===== src/rtl/dmem_lsu.sv =====
// ============================================================================
// Module   : dmem_lsu
// Brief    : Load/store unit driving a word-addressed, async-read data memory;
//            sub-word stores are done as read-modify-write.
// Revision : 1.0
// ============================================================================
`default_nettype none

module dmem_lsu #(
  parameter int DEPTH = 1024
) (
  input  logic        clk,
  input  logic        rst,
  input  logic        req_valid,
  output logic        req_ready,
  input  logic [2:0]  req_funct3,
  input  logic        req_store,
  input  logic [31:0] req_addr,
  input  logic [31:0] req_wdata,
  output logic        resp_valid,
  input  logic        resp_ready,
  output logic [31:0] resp_rdata,
  output logic        resp_err,
  output logic [31:0] mem_addr,
  output logic        mem_we,
  output logic [31:0] mem_wdata,
  input  logic [31:0] mem_rdata
);

  typedef enum logic [1:0] {
    IDLE  = 2'd0,
    READ  = 2'd1,
    WRITE = 2'd2,
    RESP  = 2'd3
  } state_t;

  localparam logic [30:0] c_depth = 31'(DEPTH);

  state_t      r_state;
  state_t      w_next;
  logic [2:0]  r_funct3;
  logic        r_store;
  logic [31:0] r_addr;
  logic [31:0] r_wdata;
  logic [31:0] r_rdata;
  logic        r_err;

  logic        w_accept;
  logic        w_req_err;
  logic [7:0]  w_byte;
  logic [15:0] w_half;
  logic [31:0] w_load;
  logic [31:0] w_merge;

  assign w_accept = req_valid & req_ready;

  always_comb begin
    w_req_err = 1'b0;
    case (req_funct3)
      3'b000, 3'b100: w_req_err = 1'b0;
      3'b001, 3'b101: w_req_err = req_addr[0];
      3'b010:         w_req_err = (req_addr[1:0] != 2'b00);
      default:        w_req_err = 1'b1;
    endcase
    // Unsigned variants have no store form.
    if (req_store && req_funct3[2])
      w_req_err = 1'b1;
    if ({1'b0, req_addr[31:2]} >= c_depth)
      w_req_err = 1'b1;
  end

  always_comb begin
    w_byte = mem_rdata[7:0];
    case (r_addr[1:0])
      2'd0: w_byte = mem_rdata[7:0];
      2'd1: w_byte = mem_rdata[15:8];
      2'd2: w_byte = mem_rdata[23:16];
      2'd3: w_byte = mem_rdata[31:24];
      default: w_byte = mem_rdata[7:0];
    endcase
    w_half = r_addr[1] ? mem_rdata[31:16] : mem_rdata[15:0];
    case (r_funct3)
      3'b000:  w_load = {{24{w_byte[7]}}, w_byte};
      3'b100:  w_load = {24'd0, w_byte};
      3'b001:  w_load = {{16{w_half[15]}}, w_half};
      3'b101:  w_load = {16'd0, w_half};
      default: w_load = mem_rdata;
    endcase
  end

  always_comb begin
    w_merge = mem_rdata;
    if (r_funct3[1:0] == 2'b00) begin
      case (r_addr[1:0])
        2'd0: w_merge[7:0]   = r_wdata[7:0];
        2'd1: w_merge[15:8]  = r_wdata[7:0];
        2'd2: w_merge[23:16] = r_wdata[7:0];
        2'd3: w_merge[31:24] = r_wdata[7:0];
        default: w_merge = mem_rdata;
      endcase
    end else if (r_addr[1]) begin
      w_merge[31:16] = r_wdata[15:0];
    end else begin
      w_merge[15:0] = r_wdata[15:0];
    end
  end

  always_ff @(posedge clk or posedge rst) begin
    if (rst) r_state <= IDLE;
    else     r_state <= w_next;
  end

  always_comb begin
    w_next     = r_state;
    req_ready  = 1'b0;
    resp_valid = 1'b0;
    mem_we     = 1'b0;
    mem_wdata  = 32'd0;
    case (r_state)
      IDLE: begin
        req_ready = ~rst;
        if (w_accept) begin
          if (w_req_err)                             w_next = RESP;
          else if (req_store && req_funct3 == 3'b010) w_next = WRITE;
          else                                       w_next = READ;
        end
      end
      READ:  w_next = r_store ? WRITE : RESP;
      WRITE: begin
        mem_we    = 1'b1;
        mem_wdata = r_wdata;
        w_next    = RESP;
      end
      RESP: begin
        resp_valid = 1'b1;
        if (resp_ready) w_next = IDLE;
      end
      default: w_next = IDLE;
    endcase
  end

  assign mem_addr   = {2'b00, r_addr[31:2]};
  assign resp_rdata = r_rdata;
  assign resp_err   = r_err;

  // r_wdata is overwritten with the merged word so WRITE drives one register.
  always_ff @(posedge clk or posedge rst) begin
    if (rst) begin
      r_funct3 <= 3'd0;
      r_store  <= 1'b0;
      r_addr   <= 32'd0;
      r_wdata  <= 32'd0;
      r_rdata  <= 32'd0;
      r_err    <= 1'b0;
    end else begin
      case (r_state)
        IDLE: if (w_accept) begin
          r_funct3 <= req_funct3;
          r_store  <= req_store;
          r_addr   <= req_addr;
          r_wdata  <= req_wdata;
          r_rdata  <= 32'd0;
          r_err    <= w_req_err;
        end
        READ: begin
          if (r_store) r_wdata <= w_merge;
          else         r_rdata <= w_load;
        end
        default: ;
      endcase
    end
  end

endmodule

`default_nettype wire


===== config.mk =====
export PLATFORM = sky130hd
export DESIGN_NAME = dmem_lsu
export DESIGN_NICKNAME = d
export VERILOG_FILES = /design/src/rtl/dmem_lsu.sv
export SDC_FILE = /design/constraint.sdc
export NUM_CORES = 1
export LEC_CHECK = 0
export BUFFER_PORTS_ARGS = -buffer_cell sky130_fd_sc_hd__buf_4
export CORE_MARGIN = 2
export CORE_UTILIZATION = 54
export CTS_CLUSTER_SIZE = 20
export DETAILED_ROUTE_END_ITERATION = 10
export PLACE_DENSITY = 0.86
export SLEW_MARGIN = 20
export SYNTH_ARGS = -nofsm -noshare
export SYNTH_HDL_FRONTEND = slang
export SYNTH_SLANG_ARGS = --single-unit

===== constraint.sdc =====
create_clock -name clk -period 5 [get_ports clk]
set_input_delay 0.5 -clock clk [delete_from_list [all_inputs] [get_ports clk]]
set_output_delay 0.5 -clock clk [all_outputs]
set_load 0.005 [all_outputs]

# [After elaboration in Yosys (flattened, before gate mapping)]
# Cells that the tools add are included.
[classes] n_lt_le_gt_ge=1 n_eq_ne=19 n_mux=29 bitwise_logic=2 reduce_logical=17
[op_table] operator="2-to-1 mux 32 bit" count=6
[op_table] operator="one-hot mux 32 bit (2 select lines)" count=2
[op_table] operator="one-hot mux 32 bit (4 select lines)" count=1
[op_table] operator="2-to-1 mux 16 bit" count=3
[op_table] operator="2-to-1 mux 8 bit" count=4
[op_table] operator="one-hot mux 8 bit (4 select lines)" count=1
[op_table] operator="greater-or-equal comparator 30 x 11 -> 1 bit (second input constant)" count=1
[op_table] operator="equality test 3 bit (second input constant)" count=4
[op_table] operator="equality test 2 bit (second input constant)" count=4
[op_table] operator="2-to-1 mux 2 bit" count=4
[op_table] operator="!= test 2 bit (second input constant)" count=4
[op_table] operator="one-hot mux 2 bit (4 select lines)" count=1
[op_table] operator="equality test 3 x 1 -> 1 bit (second input constant)" count=2
[op_table] operator="logical NOT 2 bit" count=3
[op_table] operator="logical NOT 3 bit" count=2
[op_table] operator="2-to-1 mux 1 bit" count=6
[op_table] operator="!= test 3 bit (second input constant)" count=2
[op_table] operator="AND reduction 3 bit" count=2
[op_table] operator="AND reduction 5 bit" count=1
[op_table] operator="equality test 2 x 1 -> 1 bit (second input constant)" count=2
[op_table] operator="AND reduction 2 bit" count=2
[op_table] operator="AND reduction 4 bit" count=1
[op_table] operator="nonzero test 2 bit" count=2
[op_table] operator="OR reduction 2 bit" count=2
[op_table] operator="5 further kinds" count=6
[totals] ff_bits=103 inputBits=104 out_inout_bits=100

# [Depth between registers and ports, before layout]
[depth] depth_word=8 ltp_mapped=9 mapped_depth_nobuf=6

# [Worst setup path after synthesis]
# No wires, ideal clock.
[synth_timing] path_type="register to register" start="reg r_state[0]" end="reg r_wdata[0]" setup_ps=125 arrival_time_ps=1856 t_required_ps=4875 path_slack_ps=3019 stages_incl_launch_ff=9 path_buffers=3 period_less_slack_ps=1981 cell_sequence="dfrtp_1 -> ha_1 -> buf_4 -> nor2b_1 -> a211o_1 -> buf_2 -> a31o_1 -> buf_6 -> mux2_4"
[synth_between] elab_chain_len=5
[synth_lines] element="start: declaration" line="39" source="state_t r_state;"
[synth_lines] element="start signal: assignment" line="110" source="else r_state <= w_next;"
[synth_lines] element="logical NOT 2 bit" line="119, 156"
[synth_lines] element="2-to-1 mux 1 bit" line="119" source="case (r_state)"
[synth_lines] element="AND 1 bit" line="55" source="assign w_accept = req_valid & req_ready;"
[synth_lines] element="!= test 2 bit (no line)"
[synth_lines] element="AND reduction 5 bit (no line)"
[synth_lines] element="end signal: assignment" line="161" source="r_wdata <= req_wdata;"
[synth_lines] element="end signal: assignment" line="166" source="if (r_store) r_wdata <= w_merge;"
[synth_lines] element="end: declaration" line="44" source="logic [31:0] r_wdata;"
# Parallel ways exist; a longest one is shown, timed or not.
# A chain may end at the register's enable or synchronous reset.

# [Final worst setup path]
[layout_timing] start="reg r_state[1]" end="reg r_wdata[13]"
[layout_between] elab_chain_len=5
[layout_lines] element="logical NOT 2 bit" line="119, 156"
[layout_lines] element="2-to-1 mux 1 bit" line="119"
[layout_lines] element="AND 1 bit" line="55"
[layout_lines] element="!= test 2 bit (no line)"
[layout_lines] element="AND reduction 4 bit (no line)"
# Parallel ways exist; a longest one is shown, timed or not.

==> impl.org <==
** Worst setup path
- Data on the critical path arrives at its endpoint at 3.39 ns.
- Traced cell by cell, the critical path runs through inv_1, ha_1, nor2_1, a211oi_2, o31ai_2, mux2_2.
- CP Max Fanout :: 21
- Slowest CP cell :: sky130_fd_sc_hd__a211oi_2
- The worst setup path is launched from a flop.
- STA classifies the critical path endpoint as a flop.
- The worst setup path is of the flop to flop kind.
- Maximum cell stage delay along the critical path :: 0.92 ns
- Data on the critical path is required at its endpoint by 5.27 ns.

** Clock network
- Clock Tree Root :: sky130_fd_sc_hd__clkbuf_8
- TritonCTS built the clock tree.
- Clock tree synthesis inserted a total of 9 buffers.
- Setup repair bufs after CTS :: 0
- Number of resized instances in the post-cts repair step :: 0
- After clock tree synthesis, the clock-pin slew on the worst setup and hold paths is 0.10 ns.
- Counting along the longest clock path gives a buffer depth of 2.
- Counting every sink on the clock net gives 103.
- In this run the number of H-tree levels came out at 3.
- For the worst-skew pair, the clock arrives at the later sink with an insertion delay of 0.37 ns.
- Cts-stage hold buffer count :: 0

** Global route
- Entering global routing, the biggest net connects 70 pins.
- Grt ovf :: 0
- The first global-routing pass estimated 25200 µm of wire.
- Combined global-route utilization of all metal layers :: 28.8%
- GR met2 Demand/Resource :: 48.6%
- Global routing used 6.75% of the available met3 tracks.
- Met1 Use GR :: 34.8%
- Layer with the highest usage :: met2
- Vias in the first global route :: 4953
- Antenna violations before repair :: 0

** STA
- Subtracting the final worst setup slack from the clock period gives 3.12 ns.
- After layout, the worst path uses 62.4% of the clock period.
- Setup violations remaining at the end of the flow were counted as 0.
- Highest clock rate :: 320 MHz
- On the final layout, the worst clock skew is 0.00707 ns.
- The max-slew violation count came to 0.
- Setup repair after global routing left no endpoint under its margin.
- At the pin with the least slew margin, the transition time is 1.07 ns.
- The worst pin sits at a relative slew slack of 28.4%.
- The final-report hold violation count came to 0.
- Summed over all failing endpoints, the final setup total negative slack is 0 ns.
- Setup slack after layout :: 1.88 ns

** Yosys
- In this run, synthesis produced a sequential element count of 103.
- Synthesis produced a netlist whose cell count is 535.
- Commonest cells in the synthesized netlist :: sky130_fd_sc_hd__dfrtp_1 (103), sky130_fd_sc_hd__mux2_2 (59), sky130_fd_sc_hd__nand2_1 (35)
- Synth Flop Type :: sky130_fd_sc_hd__dfrtp_1
- Summed over its instances, the top area cell type makes up 44.9% of the synthesized netlist area.
- Of the total synthesized cell area, the portion taken by XOR and XNOR cells is 0%.
- Synthesized area per cell :: 10.7 µm²
- Summing the areas of all compound-gate instances in the mapped netlist gives 18.1% of the synthesized area.
- Share of synthesized cell area in full adder, half adder and majority cells :: 0.872%
- Most common cell in the synthesized netlist :: sky130_fd_sc_hd__dfrtp_1
- The synthesized netlist contains 52 unique library cells.
- Largest area contributor in the synthesized netlist :: sky130_fd_sc_hd__dfrtp_1
- Top area cells in the synthesized netlist :: sky130_fd_sc_hd__dfrtp_1 (45%), sky130_fd_sc_hd__mux2_2 (12%), sky130_fd_sc_hd__buf_4 (4.4%)
- Warning count from the yosys run :: 0
- Mux contribution to synthesized area :: 15.6%
- The cell area that synthesis handed to floorplanning was 5740 µm².
- The synthesized design contains 0 enable-type register cells.
- Simple-gate share of the synthesized area :: 12.6%
- Post-synth ARST share :: 100%
- For this run, the register share of the synthesized area comes to 44.9%.
- By area, the combinational part of the netlist is dominated by compound AO/OA/AOI/OAI gates.

** Detailed routing
- In the routed design, unresolved DRC markers number 0.
- Overall routed net length :: 16400 µm
- Summing over every cut layer, the via total after detailed routing is 4875.
- In this run the remaining antenna-violating nets after routing total 0.
- The pre-antenna-repair detailed-routing pass consisted of 5 iterations.
- After detailed routing, the average wire length per cell comes to 19.9 µm.
- Using the TritonRoute via totals, the vias-per-cell ratio works out to 5.92.
- In this run, the number of DRC markers left after iteration 0 of detailed routing was 321.

** Power and ir drop
- Power spread over the standard cell area amounts to 616 nW/µm².
- For this design the static power due to leakage is 3.51 nW.
- IR analysis of the VDD net gives a maximum drop of 277 µV.

** Place
- Cell area after placement :: 7040 µm²
- Once detailed placement completed, the half-perimeter wirelength came to 12400 µm.
- Gp weighted congestion :: 0.948
- Pre-CTS setup slack :: 1.96 ns
- During placement, the flow inserted port buffers numbering 201.

** Run
- Max-Cap Viols :: 0

** Cells and area
- Final standard cell area without fillers :: 7290 µm²
- Layout overhead on the synthesized area :: 27.0%
- Number of nets in the layout :: 790
- The number of antenna diodes in the final layout is 0.
- Fraction of layout instances using a drive strength above 1 :: 45.7%

** Die
- Initial standard-cell utilization of the core :: 55.6%
- The floorplan has 37 rows.
- The floorplan step defined a die boundary enclosing 11500 µm².
- Die Span Y :: 107 µm
- Pin placement for this block handled 204 I/O pins.
- Floorplan die width :: 107 µm
- The core region is 10300 µm².

** Worst hold path
- The path class of the tightest hold or removal check is primary input to asynchronous set/reset pin.

** Run status
- The flow ran to the end, and the final reports show no timing, DRC or antenna violations.
[flip-flops by register name, summed over array words and instances (netlist names)]
signal,count
r_addr,32
r_funct3,3
r_state,2
r_store,1
r_wdata,32
resp_err,1
resp_rdata,32
[per-layer routing]
metal | vias up | routed length, µm
li1 | 2202 | -
met1 | 2350 | 6320
met2 | 287 | 7960
met3 | 36 | 1590
met4 | 0 | 531
met5 | - | 0
[cells by family after synthesis]
logic type,count (synthesis)
AOI/OAI and AO/OA,135
adders and majority gates,4
buffers and inverters,79
and+or+nand+nor,136
muxes,77
DFF,103
other,1
[layout by cell type, fill, tap and decap left out, types with 9 or more instances in the layout]
master                       n
sky130_fd_sc_hd__buf_4     205
sky130_fd_sc_hd__dfrtp_1   103
sky130_fd_sc_hd__mux2_2     59
sky130_fd_sc_hd__nand2_1    35
sky130_fd_sc_hd__and2_1     32
sky130_fd_sc_hd__a21oi_1    28
sky130_fd_sc_hd__nor2_1     27
sky130_fd_sc_hd__o21ai_0    24
sky130_fd_sc_hd__a221o_2    16
sky130_fd_sc_hd__o221ai_1   12
sky130_fd_sc_hd__o22a_1     10
sky130_fd_sc_hd__mux2_4     10
sky130_fd_sc_hd__clkbuf_8   10
sky130_fd_sc_hd__nand2b_1    9
sky130_fd_sc_hd__a32o_1      9
[report_power, final]
part | internal [mW] | switching [mW] | leakage, nW
clock network | 0.350 | 0.304 | 0.124
registers | 1.20 | 0.360 | 1.27
logic | 1.22 | 1.05 | 2.12
total | 2.77 | 1.71 | 3.51
[critical path, delay by kind of cell (launching register included)]
family                     cells  cell delay (ns)
adders and majority gates      1             0.61
muxes                          1             0.38
and+or+nand+nor                1             0.19
buffers and inverters          1             0.11
DFF                            1             0.41
AOI/OAI and AO/OA              2             1.32
[stage by stage]
step	total power [mW]	instances	util [%]	hold WS, ns
floorplan	3.12	536	-	0.442
global placement	3.74	807	68.1	0.458
detailed placement	3.84	807	68.1	0.477
CTS	4.48	823	70.6	0.151
global route	4.77	823	70.6	0.176
finish	4.49	823	70.6	0.146
[worst paths after layout]
check / startpoint / end / slack [ns] / cells after the start
worst min-delay path: rst / r_state[0] / 0.15 / 2
worst max register to register: r_state[1] / r_wdata[13] / 1.88 / 6
min in group clk: req_addr[8] / r_addr[8] / 0.35 / 2
worst min register to register: r_wdata[22] / r_wdata[22] / 0.50 / 2
worst max-delay path: r_state[1] / r_wdata[13] / 1.88 / 6
max in group asynchronous: rst / resp_rdata[4] / 3.60 / 3
[cell type report]
type	instances	area, µm²
Multi-Input combinational cell	354	2710
Tap cell	136	170
Timing Repair Buffer	205	1540
Clock buffer	10	138
Inverter	9	36.3
Clock inverter	6	115
Fill cell	761	3040
Sequential cell	103	2580
No activity file was read; power rests on OpenSTA's default activity.
